[src/rtl/pcileech_pcie_link_supervisor_if.sv]
// Control/status bundle between the link supervisor and the pcie_7x hard core.
interface pcileech_pcie_link_supervisor_if;
  logic       user_lnk_up;
  logic [1:0] pl_sel_lnk_width;
  logic [5:0] pl_ltssm_state;
  logic       pl_received_hot_rst;
  logic       pl_directed_change_done;
  logic       core_rst;
  logic       subsys_rst;
  logic [1:0] pl_directed_link_change;
  logic [1:0] pl_directed_link_width;
  logic       pl_directed_link_auton;

  // Supervisor side: drives resets and directed-change requests into the core.
  modport master (
    input  user_lnk_up, pl_sel_lnk_width, pl_ltssm_state,
           pl_received_hot_rst, pl_directed_change_done,
    output core_rst, subsys_rst, pl_directed_link_change,
           pl_directed_link_width, pl_directed_link_auton
  );

  modport slave (
    output user_lnk_up, pl_sel_lnk_width, pl_ltssm_state,
           pl_received_hot_rst, pl_directed_change_done,
    input  core_rst, subsys_rst, pl_directed_link_change,
           pl_directed_link_width, pl_directed_link_auton
  );
endinterface

[src/rtl/pcileech_pcie_link_supervisor.sv]
// PCIe reset/link supervisor on free-running clk_100: PERST# debounce, reset sequencing,
// link-up timeout with bounded retry, one directed width retrain per link-up, state LED.
module pcileech_pcie_link_supervisor #(
  parameter int unsigned LANES          = 1,
  parameter int unsigned DEBOUNCE_CYC   = 1000,
  parameter int unsigned HOLD_CYC       = 100,
  parameter int unsigned TRAIN_TO_CYC   = 2**24,
  parameter int unsigned RETRAIN_TO_CYC = 2**20,
  parameter int unsigned MAX_RETRIES    = 3,
  parameter int unsigned RETRAIN_EN     = 1,
  parameter int unsigned LED_BIT        = 25
) (
  input  logic                            clk,
  input  logic                            rst_n,
  input  logic                            pcie_perst_n,
  input  logic                            sw_rst_core,
  pcileech_pcie_link_supervisor_if.master pcie,
  output logic [2:0]                      link_state,
  output logic [3:0]                      retry_count,
  output logic [7:0]                      downtrain_count,
  output logic                            width_err,
  output logic                            led_state
);

  localparam int unsigned MAX_AB  = (DEBOUNCE_CYC > HOLD_CYC) ? DEBOUNCE_CYC : HOLD_CYC;
  localparam int unsigned MAX_CD  = (TRAIN_TO_CYC > RETRAIN_TO_CYC) ? TRAIN_TO_CYC : RETRAIN_TO_CYC;
  localparam int unsigned TMR_MAX = (MAX_AB > MAX_CD) ? MAX_AB : MAX_CD;
  localparam int unsigned TMR_W   = $clog2(TMR_MAX + 1);
  localparam int unsigned TICK_W  = LED_BIT + 1;
  localparam logic [1:0]  EXP_W   = 2'($clog2(LANES));
  localparam logic [5:0]  LTSSM_L0 = 6'h16;

  typedef enum logic [2:0] {
    ST_RESET   = 3'd0,
    ST_HOLD    = 3'd1,
    ST_TRAIN   = 3'd2,
    ST_UP      = 3'd3,
    ST_RETRAIN = 3'd4,
    ST_FAIL    = 3'd5
  } state_e;

  logic [1:0]        perst_ff, lnk_ff;
  logic [1:0]        width_ff, width_s;
  logic              perst_s, lnk_s;
  state_e            state_q, state_d;
  logic [TMR_W-1:0]  timer_q, timer_d;
  logic [3:0]        retry_q, retry_d;
  logic [7:0]        dtc_q, dtc_d;
  logic              werr_q, werr_d;
  logic              used_q, used_d;
  logic              chk_q, chk_d;
  logic [TICK_W-1:0] tick_q, tick_d;

  assign perst_s = perst_ff[1];
  assign lnk_s   = lnk_ff[1];

  // Two-flop synchronisers for board and core-clock-domain inputs.
  always_ff @(posedge clk or negedge rst_n) begin
    if (!rst_n) begin
      perst_ff <= 2'b00;
      lnk_ff   <= 2'b00;
      width_ff <= 2'b00;
      width_s  <= 2'b00;
    end else begin
      perst_ff <= {perst_ff[0], pcie_perst_n};
      lnk_ff   <= {lnk_ff[0], pcie.user_lnk_up};
      width_ff <= pcie.pl_sel_lnk_width;
      width_s  <= width_ff;
    end
  end

  // Next-state, timer and status counters.
  always_comb begin
    state_d = state_q;
    timer_d = timer_q + TMR_W'(1);
    retry_d = retry_q;
    dtc_d   = dtc_q;
    werr_d  = werr_q;
    used_d  = used_q;
    chk_d   = 1'b0;
    tick_d  = tick_q + TICK_W'(1);

    // Width is re-checked one cycle after a completed directed change.
    if (chk_q && (width_s < EXP_W)) werr_d = 1'b1;

    if (!perst_s || sw_rst_core) begin
      state_d = ST_RESET;
      retry_d = 4'd0;
    end else begin
      case (state_q)
        ST_RESET: if (timer_q == TMR_W'(DEBOUNCE_CYC - 1)) state_d = ST_HOLD;
        ST_HOLD:  if (timer_q == TMR_W'(HOLD_CYC - 1))     state_d = ST_TRAIN;
        ST_TRAIN: begin
          if (lnk_s) begin
            state_d = ST_UP;
            used_d  = 1'b0;
          end else if (timer_q == TMR_W'(TRAIN_TO_CYC - 1)) begin
            retry_d = retry_q + 4'd1;
            state_d = (retry_d == 4'(MAX_RETRIES)) ? ST_FAIL : ST_HOLD;
          end
        end
        ST_UP, ST_RETRAIN: begin
          if (!lnk_s || pcie.pl_received_hot_rst) begin
            state_d = ST_TRAIN;
          end else if (state_q == ST_UP) begin
            if ((RETRAIN_EN != 0) && !used_q && (pcie.pl_ltssm_state == LTSSM_L0) &&
                (width_s < EXP_W)) begin
              state_d = ST_RETRAIN;
              used_d  = 1'b1;
              if (dtc_q != 8'hFF) dtc_d = dtc_q + 8'd1;
            end
          end else if (pcie.pl_directed_change_done) begin
            state_d = ST_UP;
            chk_d   = 1'b1;
          end else if (timer_q == TMR_W'(RETRAIN_TO_CYC - 1)) begin
            state_d = ST_UP;
            werr_d  = 1'b1;
          end
        end
        ST_FAIL: state_d = ST_FAIL;
        default: state_d = ST_RESET;
      endcase
    end

    // RESET also restarts debounce on every glitch, even without a state change.
    if ((state_d != state_q) || (state_d == ST_RESET && (!perst_s || sw_rst_core)))
      timer_d = '0;
  end

  // State and registered outputs, decoded from the next state.
  always_ff @(posedge clk or negedge rst_n) begin
    if (!rst_n) begin
      state_q                      <= ST_RESET;
      timer_q                      <= '0;
      retry_q                      <= 4'd0;
      dtc_q                        <= 8'd0;
      werr_q                       <= 1'b0;
      used_q                       <= 1'b0;
      chk_q                        <= 1'b0;
      tick_q                       <= '0;
      pcie.core_rst                <= 1'b1;
      pcie.subsys_rst              <= 1'b1;
      pcie.pl_directed_link_change <= 2'b00;
      led_state                    <= 1'b0;
    end else begin
      state_q                      <= state_d;
      timer_q                      <= timer_d;
      retry_q                      <= retry_d;
      dtc_q                        <= dtc_d;
      werr_q                       <= werr_d;
      used_q                       <= used_d;
      chk_q                        <= chk_d;
      tick_q                       <= tick_d;
      pcie.core_rst                <= (state_d == ST_RESET) || (state_d == ST_HOLD) ||
                                      (state_d == ST_FAIL);
      pcie.subsys_rst              <= !((state_d == ST_UP) || (state_d == ST_RETRAIN));
      pcie.pl_directed_link_change <= (state_d == ST_RETRAIN) ? 2'b01 : 2'b00;
      led_state                    <= (state_d == ST_UP)   ? 1'b1 :
                                      (state_d == ST_FAIL) ? tick_d[LED_BIT-3] :
                                                             tick_d[LED_BIT];
    end
  end

  assign pcie.pl_directed_link_width = EXP_W;
  assign pcie.pl_directed_link_auton = 1'b0;
  assign link_state                  = state_q;
  assign retry_count                 = retry_q;
  assign downtrain_count             = dtc_q;
  assign width_err                   = werr_q;

endmodule

[src/flat_wrapper.sv]
// flat-port wrapper written by rule: the top's interface ports become plain ports
module pcileech_pcie_link_supervisor_flat 
#(
  parameter int unsigned LANES          = 1,
  parameter int unsigned DEBOUNCE_CYC   = 1000,
  parameter int unsigned HOLD_CYC       = 100,
  parameter int unsigned TRAIN_TO_CYC   = 2**24,
  parameter int unsigned RETRAIN_TO_CYC = 2**20,
  parameter int unsigned MAX_RETRIES    = 3,
  parameter int unsigned RETRAIN_EN     = 1,
  parameter int unsigned LED_BIT        = 25
)
  (clk, rst_n, pcie_perst_n, sw_rst_core, link_state, retry_count, downtrain_count, width_err, led_state, pcie_user_lnk_up, pcie_pl_sel_lnk_width, pcie_pl_ltssm_state, pcie_pl_received_hot_rst, pcie_pl_directed_change_done, pcie_core_rst, pcie_subsys_rst, pcie_pl_directed_link_change, pcie_pl_directed_link_width, pcie_pl_directed_link_auton);
  pcileech_pcie_link_supervisor_if pcie_i ();
  input  logic clk;
  input  logic rst_n;
  input  logic pcie_perst_n;
  input  logic sw_rst_core;
  output logic [2:0] link_state;
  output logic [3:0] retry_count;
  output logic [7:0] downtrain_count;
  output logic width_err;
  output logic led_state;
  input wire logic [$bits(pcie_i.user_lnk_up)-1:0] pcie_user_lnk_up;
  input wire logic [$bits(pcie_i.pl_sel_lnk_width)-1:0] pcie_pl_sel_lnk_width;
  input wire logic [$bits(pcie_i.pl_ltssm_state)-1:0] pcie_pl_ltssm_state;
  input wire logic [$bits(pcie_i.pl_received_hot_rst)-1:0] pcie_pl_received_hot_rst;
  input wire logic [$bits(pcie_i.pl_directed_change_done)-1:0] pcie_pl_directed_change_done;
  output wire logic [$bits(pcie_i.core_rst)-1:0] pcie_core_rst;
  output wire logic [$bits(pcie_i.subsys_rst)-1:0] pcie_subsys_rst;
  output wire logic [$bits(pcie_i.pl_directed_link_change)-1:0] pcie_pl_directed_link_change;
  output wire logic [$bits(pcie_i.pl_directed_link_width)-1:0] pcie_pl_directed_link_width;
  output wire logic [$bits(pcie_i.pl_directed_link_auton)-1:0] pcie_pl_directed_link_auton;
  assign pcie_i.user_lnk_up = pcie_user_lnk_up;
  assign pcie_i.pl_sel_lnk_width = pcie_pl_sel_lnk_width;
  assign pcie_i.pl_ltssm_state = pcie_pl_ltssm_state;
  assign pcie_i.pl_received_hot_rst = pcie_pl_received_hot_rst;
  assign pcie_i.pl_directed_change_done = pcie_pl_directed_change_done;
  assign pcie_core_rst = pcie_i.core_rst;
  assign pcie_subsys_rst = pcie_i.subsys_rst;
  assign pcie_pl_directed_link_change = pcie_i.pl_directed_link_change;
  assign pcie_pl_directed_link_width = pcie_i.pl_directed_link_width;
  assign pcie_pl_directed_link_auton = pcie_i.pl_directed_link_auton;
  pcileech_pcie_link_supervisor #(.LANES(LANES), .DEBOUNCE_CYC(DEBOUNCE_CYC), .HOLD_CYC(HOLD_CYC), .TRAIN_TO_CYC(TRAIN_TO_CYC), .RETRAIN_TO_CYC(RETRAIN_TO_CYC), .MAX_RETRIES(MAX_RETRIES), .RETRAIN_EN(RETRAIN_EN), .LED_BIT(LED_BIT)) u_core (.clk(clk), .rst_n(rst_n), .pcie_perst_n(pcie_perst_n), .sw_rst_core(sw_rst_core), .pcie(pcie_i), .link_state(link_state), .retry_count(retry_count), .downtrain_count(downtrain_count), .width_err(width_err), .led_state(led_state));
endmodule
[config.mk]
export PLATFORM = sky130hd
export DESIGN_NAME = pcileech_pcie_link_supervisor_flat
export DESIGN_NICKNAME = d
export VERILOG_FILES = /design/src/rtl/pcileech_pcie_link_supervisor_if.sv /design/src/rtl/pcileech_pcie_link_supervisor.sv /design/src/flat_wrapper.sv
export SDC_FILE = /design/constraint.sdc
export NUM_CORES = 1
export LEC_CHECK = 0
export ABC_AREA = 1
export CORE_UTILIZATION = 25
export DETAILED_ROUTE_END_ITERATION = 7
export HOLD_SLACK_MARGIN = 0.1
export PLACE_DENSITY = 0.48
export SLEW_MARGIN = 20
export SYNTH_ARGS = -nofsm -noshare
export SYNTH_HDL_FRONTEND = slang
export SYNTH_SLANG_ARGS = --single-unit
export TNS_END_PERCENT = 30
[constraint.sdc]
create_clock -name clk -period 4.5 [get_ports clk]
set_input_delay 0.675 -clock clk [delete_from_list [all_inputs] [get_ports clk]]
set_output_delay 0.675 -clock clk [all_outputs]
set_load 0.02 [all_outputs]
# ---- Word level (Yosys, flattened, before mapping)
# Index checks and enable logic that the tools add are counted.
dict set report totals {
  regBits 82
  in_bits 15
  word_cells 105
}
dict set report op_classes {
  add_sub_neg 4
  order_cmp 1
  eq_ne 22
  muxes 37
  n_bitwise 2
  reduce_logical 23
}
# cell n
set ops {}
lappend ops {{$mux W3} 11}
lappend ops {{$add A26 B1 Y26 const B} 1}
lappend ops {{$add A25 B1 Y25 const B} 1}
lappend ops {{$eq A25 B10 Y1 const B} 1}
lappend ops {{$eq A25 B20 Y1 const B} 1}
lappend ops {{$eq A25 B24 Y1 const B} 1}
lappend ops {{$eq A25 B7 Y1 const B} 1}
lappend ops {{$mux W25} 1}
lappend ops {{$mux W1} 19}
lappend ops {{$mux W4} 4}
lappend ops {{$pmux W3 S5} 1}
lappend ops {{$eq A3 B3 Y1 const B} 4}
lappend ops {{$reduce_and A6 Y1} 2}
lappend ops {{$eq A3 B2 Y1 const B} 3}
lappend ops {{$add A8 B1 Y8 const B} 1}
lappend ops {{$ne A8 B8 Y1 const B} 1}
lappend ops {{$eq A3 B1 Y1 const B} 2}
lappend ops {{$eq A6 B5 Y1 const B} 1}
lappend ops {{$logic_not A3 Y1} 2}
lappend ops {{$logic_or A1 B1 Y1} 6}
lappend ops {{$ne A2 B1 Y1 const B} 3}
lappend ops {{$reduce_bool A2 Y1} 3}
lappend ops {{$add A4 B1 Y4 const B} 1}
lappend ops {{$eq A4 B2 Y1 const B} 1}
lappend ops {{other kinds (9)} 17}

# ---- Logic depth before layout (Yosys ltp)
dict set report depth {
  depth_word 12
  mapped_depth 16
}

# ---- Least setup slack after synthesis
# OpenSTA, ideal clock, no wires.
dict set report synth_timing {
  path_kind {register to register}
  from {register u_core.timer_q[0]}
  to {register u_core.timer_q[7]}
  setup_ns 0.128
  arrival_time_ns 1.813
  required_ns 4.372
  setup_slack_ns 2.560
  path_stages_with_launch 16
  path_buffers 1
  period_less_slack_ns 1.940
  path_cell_list {dfrtp_1 ha_1 nand2_1 nor2_8 nand2_4 nor2_8 nand3_4 nand2_2 nand2_2 nand3_2 nand2_2 nand2_2 nand2_2 nand2_4 buf_12 nor2_4}
}
dict set report synth_via {
  elab_chain_len 11
}
# element line
set synth_lines {}
lappend synth_lines {{from (decl)} pcileech_pcie_link_supervisor.sv:46} ;# logic [TMR_W-1:0] timer_q, timer_d;
lappend synth_lines {{from (signal assigned)} pcileech_pcie_link_supervisor.sv:147} ;# timer_q <= timer_d;
lappend synth_lines {{$eq A25 B20 Y1} pcileech_pcie_link_supervisor.sv:115} ;# end else if (timer_q == TMR_W'(RETRAIN_TO_CYC - 1)) begin
lappend synth_lines {{$mux W3} pcileech_pcie_link_supervisor.sv:115}
lappend synth_lines {{$mux W3} pcileech_pcie_link_supervisor.sv:112} ;# end else if (pcie.pl_directed_change_done) begin
lappend synth_lines {{$mux W3} pcileech_pcie_link_supervisor.sv:105} ;# end else if (state_q == ST_UP) begin
lappend synth_lines {{$mux W3} pcileech_pcie_link_supervisor.sv:103} ;# if (!lnk_s || pcie.pl_received_hot_rst) begin
lappend synth_lines {{$pmux W3 S5} pcileech_pcie_link_supervisor.sv:90} ;# case (state_q)
lappend synth_lines {{$mux W3} pcileech_pcie_link_supervisor.sv:86} ;# if (!perst_s || sw_rst_core) begin
lappend synth_lines {{$logic_not A3 Y1} pcileech_pcie_link_supervisor.sv:126} ;# if ((state_d != state_q) || (state_d == ST_RESET && (!perst_s || sw_rst_core)))
lappend synth_lines {{$logic_and A1 B1 Y1} pcileech_pcie_link_supervisor.sv:126}
lappend synth_lines {{$logic_or A1 B1 Y1} pcileech_pcie_link_supervisor.sv:126}
lappend synth_lines {{$mux W25 (*)} pcileech_pcie_link_supervisor.sv:126}
lappend synth_lines {{via u_core.timer_d[7]} pcileech_pcie_link_supervisor.sv:46}
# The timed path passes the listed nets; every way through them passes the cells marked *.
# A chain may end at the register's enable or synchronous reset.

# ---- Worst setup path after layout
dict set report layout_timing {
  from {register u_core.timer_q[0]}
  to {register u_core.timer_q[0]}
}
# The elaborated chain is that of the path after synthesis.

==> results.yml <==
outcome:
  outcome: "completed"
global_routing:
  grt_pass1_vias: 2506
  grtUsageMet1_pct: 15.0
  grt_use_total_pct: 10.7
  grt_max_degree: 45
  grtUsageMet2_pct: 15.4
  grtUsageMet3_pct: 3.37
  antenna_found_initial: 0
  grt_busiest_layer: "met2"
  grt-ovfl-total: 0
  grt_pass1_wl_mm: 12.4
power:
  p_int_mw: 1.10
  p_sw_mw: 0.310
  powerDensity_nw_per_um2: 326
  p_leak_nw: 1.87
  max-vdd-ir-drop_mv: 0.205
  seqPwrFrac_pct: 43.0
  p_comb_share_pct: 3.0
  switching_share_pct: 22.0
  clockPowerShare_pct: 54.0
logic_synthesis:
  synth_warnings: 0
  synth_seq_cells: 67
  netlist_instances: 413
  seq_area_frac_synth_pct: 45.5
  postSynthAreaPerCell_um2: 8.94
  yosysUniqueCellTypes: 33
  syn_area_um2: 3690
timing:
  rsz0062_at_grt: "no"
  fmax_mhz: 409
  fin_crit_sh_pct: 54.3
  fin_tns_setup_ns: 0
  min_period_ns: 2.45
  hold_violations: 0
  relSlewSlack_pct: 51.3
  fin_skew_ns: 0.00661
  setup_viol: 0
  worstMarginPinSlew_ns: 0.728
  slew_violations: 0
route:
  drtIter0Drc: 180
  drc_errors: 0
  antenna_left: 0
  routedWlPerCell_um: 11.4
  drtPass1Iterations: 6
  wirelength_mm: 7.18
  vias_per_cell: 4.18
  vias: 2628
placed_design:
  gp_congestion: 0.803
  io_buffers: 18
  place_area_um2: 4010
  dp_hpwl_mm: 5.26
critical_path:
  cp-start-kind: "flop"
  rrSetupSlack_ns: 2.05
  cp.required_ns: 4.69
  arrival_ns: 2.64
  worstPathMaxFanout: 25
  crit_path_start: "u_core.timer_q[0]"
  critPathCaptureType: "flop"
  reg2reg_from: "u_core.timer_q[0]"
  crit_type: "flop to flop"
  worstRegToRegCells: 14
  cp-endpoint: "u_core.timer_q[0]"
  r2r_end: "u_core.timer_q[0]"
cts:
  cts_sinks: 67
  clk_latency_ns: 0.33
  hold_buffers: 0
  cts_tree: "built"
  cts_resized: 0
  htree_levels: 3
  clock_path_buffers: 2
  clkTransAtPathRegs_ns: 0.06
  cts_setup_buffers: 0
  cts_root_buf: "clkbuf_16"
  numCtsBuffers: 9
floorplanning:
  die-area_um2: 15300
  initial_core_util_pct: 25.5
  ios: 39
  rows: 44
  die_h_um: 124
  core_um2: 14500
  die_w_um: 124
job:
  drv_cap: 0
cells_and_area:
  fin_nets: 458
  drive_above_1_share_pct: 15.3
  area_delta_synth_final_pct: 17.5
  final_cell_mix: "nand2_1, dfrtp_1, nor2_1, inv_1, nand3_1"
  num_antenna_cells: 0
  fin_area_um2: 4340
hold_path:
  min_path_type: "input pin to asynchronous set/reset pin"
==> cells in the mapped netlist <==
library cell	n	area (um2)
dfrtp_1	65	1630
nand2_1	65	244
nor2_1	59	221
inv_1	42	158
nand3_1	30	150
xor2_1	24	210
nor2_4	21	236
xnor2_1	16	140
nand4_1	14	87.6
buf_4	12	90.1
o21ai_0	10	50.1
nand2_2	8	50.1
nor3_1	8	40.0
inv_2	5	18.8
ha_1	4	50.1
nor2_2	4	25.0
nor4_1	3	18.8
a21oi_1	2	10.0
a31o_2	2	17.5
buf_12	2	40.0
dfstp_2	2	52.6
nand2_4	2	22.5
nand3_4	2	35.0
nor2_8	2	40.0
a22oi_1	1	7.51
buf_2	1	5.00
clkinv_1	1	3.75
conb_1	1	3.75
nand3_2	1	10.0
nor3b_1	1	7.51
o211ai_1	1	7.51
o21bai_1	1	7.51
or2_2	1	6.26
==> worst min-delay path by stage <==
stage,startpoint,to
floorplan,u_core.lnk_ff[0],u_core.lnk_ff[1]
global placement,u_core.perst_ff[0],u_core.perst_ff[1]
detailed placement,u_core.lnk_ff[0],u_core.lnk_ff[1]
CTS,u_core.lnk_ff[0],u_core.lnk_ff[1]
global route,u_core.lnk_ff[0],u_core.lnk_ff[1]
finish,rst_n,u_core.timer_q[14]
==> routing by layer <==
layer | up-vias | wire length (um) | part of all wire (%)
met1 | 1257 | 3700 | 52
li1 | 1331 | - | -
met2 | 30 | 3150 | 44
met4 | 0 | 85 | 1.2
met5 | - | 0 | 0
met3 | 10 | 240 | 3.3
==> area by class of cell <==
cell class	instances	area (um2)
inverter	48	180
sequential	67	1680
tap	184	230
fill	1539	10100
timing repair buffer	19	183
multi-input combinational	294	1740
clock inverter	7	101
clock buffer	9	225
==> metrics by stage <==
step | worst slack (ns) | utilization [%] | cells | power (mW) | hold slack (ns)
5_1_grt | 1.86 | 30.0 | 628 | 1.47 | 0.358
4_1_cts | 2.03 | 30.0 | 628 | 1.44 | 0.353
3_5_place_dp | 1.79 | 27.7 | 612 | 0.663 | 0.340
3_3_place_gp | 1.77 | 27.7 | 612 | 0.663 | 0.335
6_report | 2.05 | 30.0 | 628 | 1.41 | 0.334
2_1_floorplan | 2.56 | - | 424 | 0.653 | 0.331
==> cells by family after synthesis <==
kind of cell | synth area share (%)
buffers and inverters | 8.54
adders and majority gates | 1.36
and+or+nand+nor | 32.4
xor gates and xnor gates | 9.48
AOI/OAI and AO/OA | 2.71
DFF | 45.5
other | 0.102
==> critical path, stage by stage (launching register included) <==
cell and delay [ns]:
dfrtp_1 0.36, ha_1 0.17, nand2_1 0.16, nor2_8 0.16
nand2_4 0.10, nor2_8 0.18, nand3_4 0.11, nand2_2 0.07
nand2_2 0.04, nand3_2 0.11, nand2_2 0.08, nand2_2 0.09
nand2_2 0.06, nand2_4 0.50, nor2_1 0.09
==> state kept, by name, indices dropped and copies added, names as in the netlist, 2 cells and up <==
register and count:
u_core.tick_q 26, u_core.timer_q 25, u_core.retry_count 4, u_core.link_state 3, u_core.lnk_ff 2, u_core.perst_ff 2
==> power groups by stage <==
stage / logic (mW) / clock network [mW] / registers [mW]
4_1_cts: 0.0450 / 0.787 / 0.607
3_3_place_gp: 0.0448 / 0 / 0.618
3_5_place_dp: 0.0449 / 0 / 0.618
5_1_grt: 0.0496 / 0.814 / 0.607
6_report: 0.0429 / 0.763 / 0.607
2_1_floorplan: 0.0345 / 0 / 0.618
Note: power is estimated with default switching activity, not from simulation.
